## src/rtl/ni_local_port_pkg.sv

```systemverilog
// ni_local_port_pkg
// Shared flit-format and node-placement constants for the local network
// interface and its route-computation helper.
//
// Flit layout (WIDTH_PORT = 16):
//   [15]    valid
//   [14:13] x destination
//   [12:11] y destination
//   [10:0]  payload
//
// Production-vector bit order (WIDTH_PV = 5):
//   [0] north (y increasing)
//   [1] east  (x increasing)
//   [2] south
//   [3] west
//   [4] local
package ni_local_port_pkg;

    localparam int WIDTH_PORT = 16;
    localparam int WIDTH_PV   = 5;
    localparam int COORD_W    = 2;

    // Field positions inside a flit; POS_X_DST/POS_Y_DST are the field LSBs.
    localparam int POS_VALID  = 15;
    localparam int POS_X_DST  = 13;
    localparam int POS_Y_DST  = 11;

    // This node's coordinates in the mesh.
    localparam int CORD_X     = 1;
    localparam int CORD_Y     = 1;

    localparam int PV_N = 0;
    localparam int PV_E = 1;
    localparam int PV_S = 2;
    localparam int PV_W = 3;
    localparam int PV_L = 4;

endpackage

```

## src/rtl/ni_fifo.sv

```systemverilog
// ni_fifo
// Small circular FIFO with a combinational head output.
// The count is one bit wider than the pointers, so full and empty are never
// ambiguous. A push while full is accepted only when a pop happens in the same
// cycle. A pop while empty is ignored.
//
// Ports:
//   clk    in   1      clock, rising edge
//   reset  in   1      asynchronous active-low reset
//   push   in   1      write din this cycle
//   pop    in   1      drop the head this cycle
//   din    in   WIDTH  write data
//   dout   out  WIDTH  head entry, 0 when empty
//   full   out  1      DEPTH entries held
//   empty  out  1      no entries held
module ni_fifo #(
    parameter int WIDTH = 16,
    parameter int DEPTH = 4
) (
    input  logic             clk,
    input  logic             reset,
    input  logic             push,
    input  logic             pop,
    input  logic [WIDTH-1:0] din,
    output logic [WIDTH-1:0] dout,
    output logic             full,
    output logic             empty
);

    localparam int            AW       = $clog2(DEPTH);
    localparam logic [AW:0]   FULL_CNT = (AW+1)'(DEPTH);

    logic [WIDTH-1:0] mem [DEPTH];
    logic [AW-1:0]    wr_ptr;
    logic [AW-1:0]    rd_ptr;
    logic [AW:0]      count;
    logic             do_push;
    logic             do_pop;

    assign empty   = (count == '0);
    assign full    = (count == FULL_CNT);
    assign do_pop  = pop && !empty;
    assign do_push = push && (!full || do_pop);

    always_ff @(posedge clk or negedge reset) begin
        if (!reset) begin
            wr_ptr <= '0;
            rd_ptr <= '0;
            count  <= '0;
        end else begin
            if (do_push) wr_ptr <= wr_ptr + 1'b1;
            if (do_pop)  rd_ptr <= rd_ptr + 1'b1;
            case ({do_push, do_pop})
                2'b10:   count <= count + 1'b1;
                2'b01:   count <= count - 1'b1;
                default: count <= count;
            endcase
        end
    end

    // Storage needs no reset; the cleared count makes old contents invisible.
    always_ff @(posedge clk) begin
        if (do_push) mem[wr_ptr] <= din;
    end

    assign dout = empty ? '0 : mem[rd_ptr];

endmodule

```

## src/rtl/rc.sv

```systemverilog
// rc
// Route computation for the DEC router.
// Given a destination, it marks every productive output direction relative to
// the node at (NODE_X, NODE_Y). The local bit is set only when the destination
// is this node.
//
// Ports:
//   x_dst  in   COORD_W   destination X
//   y_dst  in   COORD_W   destination Y
//   pv     out  WIDTH_PV  production vector
module rc
    import ni_local_port_pkg::*;
#(
    parameter int NODE_X = 0,
    parameter int NODE_Y = 0
) (
    input  logic [COORD_W-1:0]  x_dst,
    input  logic [COORD_W-1:0]  y_dst,
    output logic [WIDTH_PV-1:0] pv
);

    localparam logic [COORD_W-1:0] NX = COORD_W'(NODE_X);
    localparam logic [COORD_W-1:0] NY = COORD_W'(NODE_Y);

    always_comb begin
        pv = '0;
        if (x_dst > NX) pv[PV_E] = 1'b1;
        if (x_dst < NX) pv[PV_W] = 1'b1;
        if (y_dst > NY) pv[PV_N] = 1'b1;
        if (y_dst < NY) pv[PV_S] = 1'b1;
        if (x_dst == NX && y_dst == NY) pv[PV_L] = 1'b1;
    end

endmodule

```

## src/rtl/ni_local_port.sv

```systemverilog
// ni_local_port
// Local-side network interface of the bufferless DEC router.
//  - Injection: the core's flits are queued. The head flit is held stable on
//    dinLocal/PVLocal until the router reports that it consumed it with
//    inj_grant.
//  - Ejection: the router cannot be stalled, so every valid doutLocal flit is
//    captured if there is room. Otherwise it is dropped and counted in
//    drop_cnt, which saturates.
//
// Handshakes: the core-side ports use valid/ready. A transfer happens on a
// rising edge where valid and ready are both high. valid must not depend on
// ready. in_ready and out_valid depend only on the queue counts.
//
// Optional build macro NI_STARVE_DETECT_EN adds a starvation detector. It
// raises starve once the injection head has waited more than STARVE_TH cycles
// without a grant. Without the macro, starve is tied low.
//
// Ports:
//   clk        in   1           clock, rising edge
//   reset      in   1           asynchronous active-low reset
//   in_valid   in   1           core injection request
//   in_ready   out  1           injection queue can accept
//   in_flit    in   WIDTH_PORT  core flit (valid bit ignored, forced to 1)
//   dinLocal   out  WIDTH_PORT  head flit to router local input, 0 when empty
//   PVLocal    out  WIDTH_PV    production vector of head flit, 0 when empty
//   inj_grant  in   1           router consumed the local flit this cycle
//   doutLocal  in   WIDTH_PORT  router ejection flit
//   out_valid  out  1           ejected flit available
//   out_ready  in   1           core accepts ejected flit
//   out_flit   out  WIDTH_PORT  ejected head flit, 0 when empty
//   drop_cnt   out  16          saturating count of dropped ejections
//   starve     out  1           injection head starving
module ni_local_port
    import ni_local_port_pkg::*;
#(
    parameter int INJ_DEPTH = 4,
    parameter int EJ_DEPTH  = 4
`ifdef NI_STARVE_DETECT_EN
    ,
    parameter int STARVE_TH = 15
`endif
) (
    input  logic                  clk,
    input  logic                  reset,
    input  logic                  in_valid,
    output logic                  in_ready,
    input  logic [WIDTH_PORT-1:0] in_flit,
    output logic [WIDTH_PORT-1:0] dinLocal,
    output logic [WIDTH_PV-1:0]   PVLocal,
    input  logic                  inj_grant,
    input  logic [WIDTH_PORT-1:0] doutLocal,
    output logic                  out_valid,
    input  logic                  out_ready,
    output logic [WIDTH_PORT-1:0] out_flit,
    output logic [15:0]           drop_cnt,
    output logic                  starve
);

    localparam logic [WIDTH_PORT-1:0] VALID_MASK = WIDTH_PORT'(1) << POS_VALID;

    // ---------------- injection path ----------------
    logic                  inj_full;
    logic                  inj_empty;
    logic                  inj_push;
    logic                  inj_pop;
    logic [WIDTH_PORT-1:0] inj_head;
    logic [WIDTH_PV-1:0]   rc_pv;

    // A full queue never accepts a push, even when a pop happens in the same cycle.
    assign in_ready = !inj_full;
    assign inj_push = in_valid && !inj_full;
    assign inj_pop  = inj_grant && !inj_empty;

    ni_fifo #(
        .WIDTH (WIDTH_PORT),
        .DEPTH (INJ_DEPTH)
    ) u_inj_fifo (
        .clk   (clk),
        .reset (reset),
        .push  (inj_push),
        .pop   (inj_pop),
        .din   (in_flit | VALID_MASK),
        .dout  (inj_head),
        .full  (inj_full),
        .empty (inj_empty)
    );

    rc #(
        .NODE_X (CORD_X),
        .NODE_Y (CORD_Y)
    ) u_rc (
        .x_dst (inj_head[POS_X_DST +: COORD_W]),
        .y_dst (inj_head[POS_Y_DST +: COORD_W]),
        .pv    (rc_pv)
    );

    assign dinLocal = inj_head;
    // The zero head of an empty queue still decodes to a direction, so mask it.
    assign PVLocal  = inj_empty ? '0 : rc_pv;

    // ---------------- ejection path ----------------
    logic ej_full;
    logic ej_empty;
    logic ej_push;
    logic ej_pop;
    logic ej_in_valid;
    logic drop;

    assign ej_in_valid = doutLocal[POS_VALID];
    assign ej_pop      = out_ready && !ej_empty;
    // A full queue can still take the incoming flit when the head leaves this cycle.
    assign ej_push     = ej_in_valid && (!ej_full || ej_pop);
    assign drop        = ej_in_valid && ej_full && !ej_pop;

    ni_fifo #(
        .WIDTH (WIDTH_PORT),
        .DEPTH (EJ_DEPTH)
    ) u_ej_fifo (
        .clk   (clk),
        .reset (reset),
        .push  (ej_push),
        .pop   (ej_pop),
        .din   (doutLocal),
        .dout  (out_flit),
        .full  (ej_full),
        .empty (ej_empty)
    );

    assign out_valid = !ej_empty;

    always_ff @(posedge clk or negedge reset) begin
        if (!reset) begin
            drop_cnt <= '0;
        end else if (drop && drop_cnt != 16'hFFFF) begin
            drop_cnt <= drop_cnt + 1'b1;
        end
    end

    // ---------------- starvation detect ----------------
`ifdef NI_STARVE_DETECT_EN
    localparam logic [7:0] STARVE_LIM = 8'(STARVE_TH);

    logic [7:0] wait_cnt;
    logic       starve_q;

    // Reaching the else branch implies a non-empty queue with no grant.
    // starve follows the count one cycle late, but a pop or an empty queue
    // clears it immediately.
    always_ff @(posedge clk or negedge reset) begin
        if (!reset) begin
            wait_cnt <= '0;
            starve_q <= 1'b0;
        end else if (inj_pop || inj_empty) begin
            wait_cnt <= '0;
            starve_q <= 1'b0;
        end else begin
            starve_q <= (wait_cnt >= STARVE_LIM);
            if (wait_cnt != 8'hFF) wait_cnt <= wait_cnt + 1'b1;
        end
    end

    assign starve = starve_q;
`else
    assign starve = 1'b0;
`endif

endmodule
```

## config.mk

```make
export PLATFORM = sky130hd
export DESIGN_NAME = ni_local_port
export DESIGN_NICKNAME = d
export VERILOG_FILES = /design/src/rtl/ni_local_port_pkg.sv /design/src/rtl/ni_fifo.sv /design/src/rtl/rc.sv /design/src/rtl/ni_local_port.sv
export SDC_FILE = /design/constraint.sdc
export NUM_CORES = 1
export LEC_CHECK = 0
export CAP_MARGIN = 10
export CORE_UTILIZATION = 25
export DETAILED_ROUTE_END_ITERATION = 8
export GPL_ROUTABILITY_DRIVEN = 0
export GPL_TIMING_DRIVEN = 0
export HOLD_SLACK_MARGIN = 0.05
export SETUP_SLACK_MARGIN = 0.5
export SYNTH_ARGS = -nofsm -noshare
export SYNTH_HDL_FRONTEND = slang
export SYNTH_SLANG_ARGS = --single-unit
```

## constraint.sdc

```tcl
create_clock -name clk -period 4.6 [get_ports clk]
set_input_delay 0.46 -clock clk [delete_from_list [all_inputs] [get_ports clk]]
set_output_delay 0.46 -clock clk [all_outputs]
set_load 0.01 [all_outputs]
```

==> flow_metrics.tcl <==
set metrics [dict create \
    timing.final.crit_share 0.676 \
    setup_violations 0 \
    status "finished, final reports clean" \
    cts_setup_buffers 0 \
    cap_violations 0 \
    cts_tree "yes" \
    synth_top_area_cell "edfxtp_1" \
    worstMarginPinSlew_ns 0.890 \
    syn2layout_area_growth_pct 30.0 \
    synth_seq_area_share 0.701 \
    cts_max_level 4 \
    ff_latch_area_um2 4470 \
    synth_area_per_cell_um2 18.0 \
    cts.sinks 154 \
    std_cell_rows 58 \
    fmax_ghz 0.322 \
    synth.top_cell.area_share 0.583 \
    antenna_found_initial 0 \
    drv_slew 0 \
    finalNetCount 514 \
    layout.cells.non_filler 807 \
    portBuffers 90 \
    setup_tns_ns 0 \
    multi_input_area_um2 1780 \
    timing.final.hold_violations 0 \
    dieWidth_um 162 \
    first_global_vias 3708 \
    via_count 3372 \
    post-dp-hpwl_mm 8.55 \
    drive_above_1_share 0.187 \
    synth_seq_cells 154 \
    die_y_um 162 \
    cts_made_buffers 17 \
    fin_crit_ns 3.11 \
    diodes 0 \
    grt_pass1_wl_mm 20.3 \
    ys_top_cells_by_area "edfxtp_1 58%, dfrtp_1 12%, mux4_2 11%" \
    drt-pass1-iter-count 4 \
    cp.arrival_ns 2.65 \
    fill_cells 2435 \
    holdBufCountCts 0 \
    dieArea_um2 26200 \
    rrSetupSlack_ns 2.14 \
    ant_nets 0 \
    ctsResizeCount 0 \
    path_clk_slew_ns 0.08 \
    synth_cell_types 39 \
    drtIter0Drc 179 \
    remaining_drc_errors 0 \
    overflow 0 \
    grt_max_degree 31 \
    worstPathMaxFanout 10 \
    hp-class "in -> async" \
    drt_wl_total_mm 12.9 \
    io_pins 93 \
    syn_inst 355 \
    slew_headroom 0.406 \
    cellPowerDensity_nw_per_um2 632 \
    clk_path_buf_depth 2 \
    finalClockSkew_ns 0.0109 \
    crit_required_ns 4.14 \
    crit_type "reg -> out" \
    critical_path.startpoint_type "flip-flop" \
    rsz0062_at_grt "no" \
    grtUsageTotal 0.103 \
    vias_per_cell 4.18 \
    core_area_um2 25100 \
    ys.warnings.count 0 \
    synthesis.area_um2 6390 \
    peakVddDrop_mv 0.364 \
    start_util 0.254 \
    critPathCaptureType "output pin" \
    cts-root-buf "clkbuf_16" \
    p_leak_nw 2.96 \
    dp_cells 775 \
    wire_per_inst_um 15.9 \
    synthesis.nets 405 \
    insertion_delay_ns 0.42 \
]
-- power breakdown --
part	internal, mW	total [mW]	switching (mW)
registers	1.83	1.93	0.0986
clock network	0.745	1.42	0.676
logic	1.03	1.90	0.872
total	3.60	5.25	1.65
-- kinds of logic (layout without fill, tap and decap cells) --
family	Yosys count	after routing	share of synthesized area
flops	154	154	0.701
mux	37	37	0.120
buf+inv	29	151	0.0204
fa+ha+maj	13	13	0.0278
compound gates	4	4	0.00353
simple gates	93	93	0.0946
xor+xnor	24	24	0.0329
other cells	1	1	0.000587
-- worst paths after layout --
path / end / cells after the start / startpoint
hold reg to reg: u_ej_fifo.count[2] / 1 / u_ej_fifo.count[2]
max in group asynchronous: drop_cnt[12] / 1 / reset
setup reg to reg: u_ej_fifo.count[2] / 10 / u_ej_fifo.count[0]
min in group clk: u_ej_fifo.count[2] / 1 / u_ej_fifo.count[2]
setup / recovery: dinLocal[9] / 5 / u_inj_fifo.rd_ptr[0]
hold / removal: drop_cnt[2] / 1 / reset
-- sequential cells by signal (all words and copies together) (netlist names) --
| signal | flops |
|---|---|
| u_ej_fifo.mem | 64 |
| u_inj_fifo.mem | 60 |
| drop_cnt | 16 |
| u_ej_fifo.count | 3 |
| u_inj_fifo.count | 3 |
| u_ej_fifo.rd_ptr | 2 |
| u_ej_fifo.wr_ptr | 2 |
| u_inj_fifo.rd_ptr | 2 |
| u_inj_fifo.wr_ptr | 2 |
-- cell usage in the layout (no fill, tap or decap), drive strengths merged, types with 6 or more instances in the layout --
cell type	count
dfrtp	30
ha	11
clkbuf	22
clkdlybuf4s50	89
buf	11
and3	6
nand2	8
xnor2	8
and2	38
nor2	8
edfxtp	124
inv	26
xor2	16
nor3	11
mux4	31
-- cell usage after synthesis --
| library cell | instances |
|---|---|
| conb_1 | 1 |
| nor3_1 | 11 |
| nor4b_2 | 1 |
| ha_1 | 11 |
| mux4_2 | 31 |
| or3_2 | 1 |
| nor2_2 | 1 |
| and3_1 | 6 |
| nand3b_1 | 1 |
| xor2_1 | 16 |
| xnor2_1 | 8 |
| mux2i_1 | 2 |
| and2b_2 | 1 |
| nand4_2 | 2 |
| nor2_1 | 7 |
| dfrtp_1 | 30 |
| nor4_1 | 1 |
| buf_1 | 1 |
| nand3_2 | 1 |
| nor4b_4 | 1 |
| nand3_1 | 3 |
| buf_2 | 5 |
| nand2b_1 | 1 |
| edfxtp_1 | 124 |
| o21ai_0 | 2 |
| a31oi_1 | 2 |
| nor4_4 | 1 |
| nor3b_1 | 2 |
| and2_1 | 38 |
| nand2_1 | 8 |
| buf_4 | 4 |
| nand4_1 | 2 |
| mux2_2 | 4 |
| inv_1 | 14 |
| or2_0 | 1 |
| clkbuf_1 | 5 |
| fa_1 | 2 |
| or2_2 | 1 |
| and4bb_2 | 2 |
-- per-stage QoR --
stage                     hold WS (ns)  cell area (um2)  power, mW   util  worst slack, ns
after CTS                       0.0998             8300       5.34  0.331             1.38
after global routing             0.135             8300       5.54  0.331             1.25
after global placement           0.474             7700       3.84  0.307             1.69
after floorplan                  0.164             6390       3.03      -             2.35
final                            0.100             8300       5.25  0.331             1.49
after detailed placement         0.491             7690       3.90  0.306             1.65
-- area by class of cell --
class / count / area share
Inverter: 14 / 0.00633
Timing Repair Buffer: 90 / 0.108
Buffer: 15 / 0.00935
Clock inverter: 15 / 0.0216
Tap cell: 330 / 0.0498
Clock buffer: 17 / 0.0513
Multi-Input combinational cell: 172 / 0.215
Sequential cell: 154 / 0.539
-- critical path: stages, from the launching register on --
cell             delay, ns
dfrtp_1               0.33
buf_2                 0.27
buf_2                 0.39
mux4_2                0.55
and2_1                0.20
clkdlybuf4s50_1       0.48
-- per-layer routing --
| metal | track usage | up-vias | part of all wire |
|---|---|---|---|
| li1 | - | 1562 | - |
| met1 | 0.123 | 1724 | 0.43 |
| met2 | 0.175 | 75 | 0.51 |
| met3 | 0.0347 | 11 | 0.049 |
| met4 | 0.0334 | 0 | 0.011 |
| met5 | 0 | - | 0 |
Power figures use the tool's default switching activity.
==> RTL change (same flow settings) <==
The option `NI_STARVE_DETECT_EN` is turned on by a define.
--- a/src/rtl/ni_local_port.sv
+++ b/src/rtl/ni_local_port.sv
@@ -31,4 +31,6 @@
 //   drop_cnt   out  16          saturating count of dropped ejections
 //   starve     out  1           injection head starving
+`define NI_STARVE_DETECT_EN
+
 module ni_local_port
     import ni_local_port_pkg::*;
Behaviour: same outputs for any inputs over 4 cycles, from zero or initial values and one cycle with reset low; that may be too few to reach the edited logic, so the function may still have changed.
==> RTL change against the original RTL <==
Design area up 5.6%; worst setup slack worse by 0.081 ns; sequential cell count up 9; total power up 2.0%; wire length up 4.6%; area after synthesis up 6.7%; maximum frequency down 2.5%; clock skew up 0.00063 ns; utilization down 0.44 points; hold slack better by 0.27 ns; largest cell class unchanged.
==> RTL change: results (changes against the original RTL) <==
=======================================================================
Slew HR ..................................................       37.76%   -2.9 points
Mean instance size in the synthesized netlist ............    17.21 um2   -4.3%
Post-placement setup slack ...............................     1.701 ns   +0.04686 ns
Worst IR Drop VDD ........................................    0.3191 mV   -12%
Fillers ..................................................         2599   +6.7%
Multiplexer share of the synthesized area ................       10.89%   -1.1 points
Number of nets in the synthesized netlist ................          447   +10%
Area of placed instances .................................     8168 um2   +6.1%
Count of placed standard cells including taps ............          829   +7.0%
Result of the run ........................................ finished clean
Compound-cell area share of the yosys netlist ............       1.157%   +0.80 points
Setup crit end ........................................... dinLocal[14]
Met1 Usage GRT ...........................................       12.52%   +0.21 points
Wirelength per Cell ......................................     15.60 um   -2.1%
R2R Setup Slk ............................................      2.17 ns   +0.03 ns
Number of buffers added to fix hold violations after cts .            1   +1
Count of buffers from port buffering .....................           91   +1.1%
Worst reg2reg path depth .................................            9   -1
Share of total power in the clock network ................        26.1%   -1.0 points
Nets .....................................................          559   +8.8%
Met2 Track Usage GR ......................................       17.17%   -0.37 points
CP Data Arrival Time .....................................      2.73 ns   +0.08 ns
Global routing usage summed across all routing layers ....       10.23%   -0.11 points
Post-synth cell types ....................................           44   +13%
DP Wirelength ............................................     8.967 mm   +4.8%
Clock period minus final worst setup slack ...............     3.188 ns   +0.08055 ns
Largest net degree at the start of global routing ........           37   +19%
Top area cells in the synthesized netlist ................ sky130_fd_sc_hd__edfxtp_1, sky130_fd_sc_hd__dfrtp_1, sky130_fd_sc_hd__mux4_2, sky130_fd_sc_hd__and2_1, sky130_fd_sc_hd__ha_1
Number of vias per cell after detailed routing ...........        4.313   +3.2%
Routed length on met1 ....................................     6.101 mm   +9.9%
Worst setup startpoint ................................... u_inj_fifo.count[0]
Leakage power ............................................     3.173 nW   +7.1%
Total met2 wirelength after detailed routing .............     6.646 mm   +1.6%
Power Density ............................................ 610.7 nW/um2   -3.4%
Layout Cells excl Fill ...................................          862   +6.8%
Worst path max stage delay ...............................      0.47 ns   -0.08 ns
Synthesized-area fraction occupied by adder cells ........       2.791%   +0.0084 points
Crit path max-delay cell type ............................ sky130_fd_sc_hd__clkdlybuf4s50_1
Fraction of layout cells with a size suffix above 1 ......       16.31%   -2.3 points
Number of detailed-route iterations in the first pass ....            6   +2
Met3 Use GR ..............................................       2.931%   -0.54 points
NetSw ....................................................     1.673 mW   +1.6%
Worst-case clock skew ....................................   0.01148 ns   +0.0006303 ns
Met3 WL ..................................................       544 um   -14%
Initial detailed-routing violation count .................          203   +13%
First-pass GRT wire length ...............................     21.57 mm   +6.4%
=======================================================================
## RTL change: cell count changes after synthesis, moves of 3 or more
cell                      change
sky130_fd_sc_hd__dfrtp_1      +9
sky130_fd_sc_hd__and3_1       +7
sky130_fd_sc_hd__nand3_1      +7
sky130_fd_sc_hd__xnor2_1      +6
sky130_fd_sc_hd__a21oi_1      +4
sky130_fd_sc_hd__nor3_1       -4
sky130_fd_sc_hd__and2_1       -3
sky130_fd_sc_hd__mux2_2       -3
sky130_fd_sc_hd__nor2_1       +3
## RTL change: area by class of cell
class | instances | area [um2] | share of cell area [%]
Tap cell | 341 | 426.7 | 4.868
Clock buffer | 17 | 425.4 | 4.854
Multi-Input combinational cell | 204 | 1986 | 22.66
Inverter | 14 | 52.55 | 0.5996
Clock inverter | 15 | 161.4 | 1.842
Sequential cell | 163 | 4700 | 53.62
Timing Repair Buffer | 93 | 935.9 | 10.68
Buffer | 15 | 77.57 | 0.8851
